`config.mk`:
```
export PLATFORM = sky130hd
export DESIGN_NAME = imm_bus_collector
export DESIGN_NICKNAME = d
export VERILOG_FILES = /design/src/rtl/imm_bus_pkg.sv /design/src/rtl/oe_rise_det.sv /design/src/rtl/imm_bus_collector.sv
export SDC_FILE = /design/constraint.sdc
export NUM_CORES = 1
export LEC_CHECK = 0
export CAP_MARGIN = 0
export CORE_MARGIN = 2
export CORE_UTILIZATION = 42
export CTS_CLUSTER_DIAMETER = 50
export CTS_CLUSTER_SIZE = 8
export DETAILED_ROUTE_END_ITERATION = 7
export GPL_TIMING_DRIVEN = 0
export PLACE_DENSITY = 0.82
export SLEW_MARGIN = 15
export SYNTH_ARGS = -nofsm -noshare
export SYNTH_HDL_FRONTEND = slang
export SYNTH_SLANG_ARGS = --single-unit
export TNS_END_PERCENT = 10
```
`constraint.sdc`:
```
create_clock -name clk -period 2.9 [get_ports clk]
set_input_delay 0.87 -clock clk [delete_from_list [all_inputs] [get_ports clk]]
set_output_delay 0.87 -clock clk [all_outputs]
set_load 0.03 [all_outputs]
```
`src/rtl/imm_bus_pkg.sv`:
```
// Shared types and widths for the split immediate bus receiver.
package imm_bus_pkg;

    localparam int WORD_W = 32;
    localparam int HI_W   = 4;
    localparam int LO_W   = 28;

    typedef enum logic [1:0] {
        IDLE   = 2'd0,
        GOT_HI = 2'd1,
        GOT_LO = 2'd2,
        FULL   = 2'd3
    } state_t;

    // State reached from an empty buffer given which lanes rose this cycle.
    function automatic state_t capture_state(input logic hi_rise, input logic lo_rise);
        case ({hi_rise, lo_rise})
            2'b11:   return FULL;
            2'b10:   return GOT_HI;
            2'b01:   return GOT_LO;
            default: return IDLE;
        endcase
    endfunction

endpackage

```
`src/rtl/oe_rise_det.sv`:
```
// Registered rising-edge detector for a level output-enable strobe.
module oe_rise_det (
    input  logic clk,
    input  logic rst_n,
    input  logic oe,
    output logic rise
);

    logic oe_q;

    // NOTE: sequential state always uses non-blocking assignment so every
    // flop samples pre-edge values regardless of process ordering.
    always_ff @(posedge clk or negedge rst_n) begin
        if (!rst_n) oe_q <= 1'b0;
        else        oe_q <= oe;
    end

    assign rise = oe & ~oe_q;

endmodule

```
`src/rtl/imm_bus_collector.sv`:
```
// Reassembles the split immediate bus into a 32-bit operand behind a valid/ready handshake.
// Optional partial-word abort timer enabled by defining IMM_TIMEOUT_EN.
module imm_bus_collector #(
    parameter int HI_W = imm_bus_pkg::HI_W,
    parameter int LO_W = imm_bus_pkg::LO_W
`ifdef IMM_TIMEOUT_EN
    ,
    parameter int TIMEOUT_CYCLES = 15,
    parameter int CNT_W          = 4
`endif
) (
    input  logic                         clk,
    input  logic                         rst_n,
    input  logic [HI_W-1:0]              hi_lane,
    input  logic                         hi_oe,
    input  logic [LO_W-1:0]              lo_lane,
    input  logic                         lo_oe,
    input  logic                         clr,
    output logic [imm_bus_pkg::WORD_W-1:0] word_o,
    output logic                         word_valid,
    input  logic                         word_ready,
    output logic                         partial,
    output logic                         overrun,
    output logic                         timeout
);

    import imm_bus_pkg::state_t;
    import imm_bus_pkg::capture_state;
    import imm_bus_pkg::IDLE;
    import imm_bus_pkg::GOT_HI;
    import imm_bus_pkg::GOT_LO;
    import imm_bus_pkg::FULL;

    state_t            state_q, state_d;
    logic              hi_rise, lo_rise;
    logic              cap_hi, cap_lo, ovr_set;
    logic [HI_W-1:0]   hi_q;
    logic [LO_W-1:0]   lo_q;

    oe_rise_det u_hi_det (.clk(clk), .rst_n(rst_n), .oe(hi_oe), .rise(hi_rise));
    oe_rise_det u_lo_det (.clk(clk), .rst_n(rst_n), .oe(lo_oe), .rise(lo_rise));

`ifdef IMM_TIMEOUT_EN
    logic [CNT_W-1:0] cnt_q;
    logic             at_limit, expire;

    assign at_limit = (cnt_q == CNT_W'(TIMEOUT_CYCLES));
`endif

    always_ff @(posedge clk or negedge rst_n) begin
        if (!rst_n) state_q <= IDLE;
        else        state_q <= state_d;
    end

    // NOTE: every signal written here gets a default first, so no path
    // through the case leaves one unassigned and infers a latch.
    always_comb begin
        state_d = state_q;
        cap_hi  = 1'b0;
        cap_lo  = 1'b0;
        ovr_set = 1'b0;
`ifdef IMM_TIMEOUT_EN
        expire  = 1'b0;
`endif
        if (clr) begin
            state_d = IDLE;
        end else begin
            unique case (state_q)
                IDLE: begin
                    cap_hi  = hi_rise;
                    cap_lo  = lo_rise;
                    state_d = capture_state(hi_rise, lo_rise);
                end
                GOT_HI, GOT_LO: begin
                    // A repeat rise on the held lane overwrites it; the other lane completes the word.
                    cap_hi = hi_rise;
                    cap_lo = lo_rise;
                    if ((state_q == GOT_HI) ? lo_rise : hi_rise) begin
                        state_d = FULL;
`ifdef IMM_TIMEOUT_EN
                    end else if (!hi_rise && !lo_rise && at_limit) begin
                        state_d = IDLE;
                        expire  = 1'b1;
`endif
                    end
                end
                FULL: begin
                    if (word_ready) begin
                        cap_hi  = hi_rise;
                        cap_lo  = lo_rise;
                        state_d = capture_state(hi_rise, lo_rise);
                    end else begin
                        ovr_set = hi_rise | lo_rise;
                    end
                end
                default: state_d = IDLE;
            endcase
        end
    end

    always_comb begin
        word_valid = (state_q == FULL);
        partial    = (state_q == GOT_HI) || (state_q == GOT_LO);
    end

    always_ff @(posedge clk or negedge rst_n) begin
        if (!rst_n) begin
            hi_q    <= '0;
            lo_q    <= '0;
            overrun <= 1'b0;
        end else if (clr) begin
            hi_q    <= '0;
            lo_q    <= '0;
            overrun <= 1'b0;
        end else begin
            if (cap_hi)  hi_q    <= hi_lane;
            if (cap_lo)  lo_q    <= lo_lane;
            if (ovr_set) overrun <= 1'b1;
        end
    end

    assign word_o = {hi_q, lo_q};

`ifdef IMM_TIMEOUT_EN
    // Counter restarts on any capture and idles at zero outside the partial states.
    always_ff @(posedge clk or negedge rst_n) begin
        if (!rst_n) begin
            cnt_q   <= '0;
            timeout <= 1'b0;
        end else begin
            timeout <= expire;
            if (clr || cap_hi || cap_lo || state_d == IDLE || state_d == FULL) cnt_q <= '0;
            else                                                               cnt_q <= cnt_q + 1'b1;
        end
    end
`else
    assign timeout = 1'b0;
`endif

endmodule

```
Yosys cells after proc, flatten, opt, wreduce, memory -nomap -nowiden
Cells that the tools add are included.

storage, ports and cells
  input port bits = 38
  word-level logic and storage cells = 48
  output and inout port bits = 36
  bits in registers = 37

cells by class
  reduce and logical (&&, ||, !) cells = 8
  bitwise logic cells = 5
  eq/ne operators = 8
  muxes and demuxes = 21

operator list
  cell                number
  $mux 28             2
  $pmux 2 s3          2
  $mux 1              10
  $eq 2x2->1 const B  4
  $mux 4              2
  $mux 2              3
  $reduce_bool 2->1   3
  $eq 2x1->1 const B  2
  $pmux 1 s2          2
  $ne 3x2->1 const B  1
  $ne 3x3->1 const B  1
  $reduce_or 3->1     1
  $and 1x1->1         2
  $logic_not 2->1     1
  $not 1->1           2
  $reduce_and 2->1    1
  $reduce_or 2->1     1
  $logic_or 1x1->1    1
  $or 1x1->1          1

Longest topological paths before layout
  depth in word-level cells = 8
  depth in mapped cells = 6
  depth with buffers taken out = 5

Cells and area by module
A second synthesis with hierarchy kept.

second synthesis, totals
  cell total of the unflattened synthesis = 106
  area, all modules = 1491.4 um2

modules (own cells, without submodules)
  module             cells an instance  sequential area each (um2)  instances  area an instance (um2)
  imm_bus_collector  102                875.8                       1          1413.9
  oe_rise_det        2                  25.0                        2          38.8

Worst setup path after synthesis
OpenSTA, ideal clock, no wires.

  path type = input-to-reg
  start = input port lo_oe
  end = register lo_q[10]
  path slack = 1073 ps
  stages on the path = 4
  arrival = 1762 ps
  path through = nor2b_2 > nor3b_4 > buf_6 > a22o_2

on the way
  word-level cells in the longest chain between the ends = 5

RTL lines
  element                               RTL line                  text
  start, declared                       imm_bus_collector.sv:17   input logic lo_oe,
  $and 1x1->1 *                         oe_rise_det.sv:18         assign rise = oe & ~oe_q;
  $mux 1                                imm_bus_collector.sv:88   if (word_ready) begin
  $pmux 1 s2 *                          imm_bus_collector.sv:68   unique case (state_q)
  $mux 1 *                              imm_bus_collector.sv:65   if (clr) begin
  $reduce_bool 2->1 (no source line) *  n/a
  end signal, assigned                  imm_bus_collector.sv:117  if (cap_lo) lo_q <= lo_lane;
  end, declared                         imm_bus_collector.sv:38   logic [LO_W-1:0] lo_q;

Every way passes the cells marked *; elsewhere a longest branch is shown, timed or not.
A chain may end at the register's enable or synchronous reset.

Final worst setup path
  start = register state_q[0]
  end = output port partial

on the way
  word-level cells in the longest chain between the ends = 2

RTL lines
  element                                   RTL line                  text
  start, declared                           imm_bus_collector.sv:34   state_t state_q, state_d;
  start signal, assigned                    imm_bus_collector.sv:52   else state_q <= state_d;
  $eq 2x1->1 or $eq 2x2->1 (tied branches)  imm_bus_collector.sv:103  partial = (state_q == GOT_HI) || (state_q == GOT_LO);
  $logic_or 1x1->1 *                        imm_bus_collector.sv:103
  end, declared                             imm_bus_collector.sv:22   output logic partial,

Marked as above.

==> impl_results.md <==
- Post_cts resized: 0
- Synthesized cell area: 1490 um^2
- Cell count after synthesis: 107
- Setup Fix Bufs, Post-CTS: 0
- CP Capture Point: partial
- Hold_buf cts: 0
- Clk slew on worst S/H paths: 0.11 ns
- Seq/Total Area, Yosys: 62.1%
- Diodes inserted: 0
- Largest net degree at the start of global routing: 38
- CTS Sinks: 37
- Xor and xnor fraction of the mapped netlist area: 0%
- Yosys cell types: 24
- CTS tree: built
- Post-synthesis simple-gate area fraction: 7.72%
- Die Span Y: 63.6 um
- Initial DRC Count: 36
- Placed cells: 224
- Mapped Nets: 147
- Avg WL per Cell: 16.0 um
- RSZ-0062 raised after global routing: false
- Worst vdd ir: 0.000382 V
- Crit-path max cell delay: 0.69 ns
- Fill cells: 277
- Worst path required time: 2.03 ns
- Mean Syn Cell Area: 13.9 um^2
- Initial Util: 44.3%
- #FFs+latches synth: 37
- Initial antenna violation count: 0
- Reg2Reg Setup Slack: 1.09 ns
- Crit Reg-Reg Startpoint: state_q[0]
- Most frequent cells in the layout: 70 x clkdlybuf4s50_1, 37 x dfrtp_1, 18 x a22o_2, 10 x a22o_1
- Most common cell after layout, fill and taps aside: clkdlybuf4s50_1
- Vias in the first global route: 1,235
- Main combinational cell family by area after synthesis: compound AO/OA/AOI/OAI gates
- Crit path arrival time: 1.89 ns
- Achievable clock frequency: 362 MHz
- Synth Warn #: 0
- Worst slew pin tran: 0.798 ns
- Antenna viol nets, final: 0
- Number of port buffers: 71
- R2R depth: 6
- Asr flop ratio synth: 100%
- CP Max Fanout: 4
- Fin Clk Skew: 0.00667 ns
- Tot GR Track Use: 19.2%
- Synth Flop Type: dfrtp_1
- Post-Route Setup TNS: 0 ns
- Ports: 74
- First-pass DRT Iterations: 4
- Tmin final: 2.76 ns
- Share of cells above drive strength 1: 21.0%
- TritonCTS Buffers: 5
- First-pass GRT wire length: 5920 um
- Via count: 1,168
- Core area: 3360 um^2
- Sequential cell area: 926 um^2
- Max-cap violations: 0
- H-Tree Depth: 2
- Rel. slew slack: 46.8%
- Drt total wl: 3710 um
- Multi-input gate area: 497 um^2
- Die X: 63.6 um
- Status: completed
- Area grow syn2layout: 57.2%
- HPWL Detailed: 2810 um
- Setup crit start: state_q[0]
- FP Rows: 21
- Post-synthesis mux area share: 0%
- Gr ovfl total: 0
- Clock buffer depth: 2
- CTS root buf: clkbuf_4
- Crit Path Category: reg -> out
- Synth Area in Compound Gates: 23.7%
- Final nets: 225
- Vias per cell: 5.03
- Number of enable flip-flop cells after synthesis: 0
- Gpl congestion: 0.768
- LEAKAGE: 1.03 nW
- # setup viols final: 0
- Area share of fa/ha/maj cells after synthesis: 1.68%
- Latest clock arrival within the worst-skew pair: 0.33 ns
- Pwr Density: 577 nW/um^2
- Final Cycle Share: 95.2%
- Min-delay worst type: reg -> reg
- Max Slew Vio Count: 0
- Reg-to-reg endpoint: lo_q[25]
- Final std cells w/o fill: 232
- CP max-delay cell: clkdlybuf4s50_1
- Cell Chain, Critical Path: ha_1, inv_1, clkdlybuf4s50_1
- CP Capture Type: primary output
- DRC Markers: 0
- Die ar.: 4040 um^2
- Crit path launch type: flop
- Final Hold Fails: 0
==> how the worst min path moves through the flow <==
| stage | startpoint | end | slack, ns | cells after the start |
|---|---|---|---|---|
| floorplan | state_q[1] | state_q[1] | 0.56 | 2 |
| detailed placement | lo_q[4] | lo_q[4] | 0.49 | 1 |
| finish | lo_q[12] | lo_q[12] | 0.52 | 1 |
| global route | lo_q[23] | lo_q[23] | 0.54 | 1 |
| CTS | lo_q[4] | lo_q[4] | 0.52 | 1 |
| global placement | lo_q[18] | lo_q[18] | 0.49 | 1 |
==> per-stage QoR <==
stage                     setup slack (ns)  cell area [um^2]  power, mW  util (%)  hold slack (ns)
after floorplan                       1.07              1490      0.807         -            0.556
after global placement               0.228              2260      0.967      67.2            0.490
after detailed placement             0.352              2250      0.987      67.0            0.490
after CTS                            0.125              2340       1.37      69.6            0.519
after global routing                0.0606              2340       1.42      69.6            0.535
final                                0.140              2340       1.35      69.6            0.516
==> flip-flops by register name (all words and copies together) (netlist names) <==
signal	cells
u_lo_det.oe_q	1
u_hi_det.oe_q	1
overrun	1
lo_q	28
state_q	2
hi_q	4
==> worst max-delay path, delay by kind of cell (launching register included) <==
kind / cells / cell delay [ns]
adder cells (fa/ha/maj): 1 / 0.33
buffers and inverters: 2 / 0.80
flip-flops: 1 / 0.43
==> power breakdown <==
part,switching [mW],internal [mW]
logic,0.214,0.183
registers,0.0291,0.556
clock network,0.165,0.205
==> Yosys cell counts (2+ instances only) <==
cell       number  area (um^2)
ha_1            2         25.0
inv_1           3         11.3
a22o_1         10         87.6
buf_2           3         15.0
nand3_1         4         20.0
a22o_2         18          180
o21ai_0         5         25.0
nor3_1          2         10.0
a21oi_1         5         25.0
a2111oi_0       3         26.3
buf_6           3         33.8
dfrtp_1        37          926
==> final cells by class <==
class	count	area share [%]
clock inverter	2	1.60
tap	46	2.46
clock buffer	6	2.19
inverter	3	0.481
multi-input combinational	60	21.2
sequential	37	39.5
buffer	7	2.40
timing repair buffer	71	30.1
==> routing by layer <==
metal | global-route usage (%) | up-vias | part of all wire, %
met1 | 23.2 | 565 | 40
met2 | 32.4 | 38 | 53
met3 | 5.71 | 7 | 5.0
met5 | 0 | - | 0
met4 | 6.52 | 0 | 1.2
li1 | - | 558 | -
==> cells by family after synthesis <==
family,count (synthesis)
compound gates,42
flops,37
simple gates,15
buf+inv,10
fa+ha+maj,2
other cells,1
No activity file was read; power rests on OpenSTA's default activity.
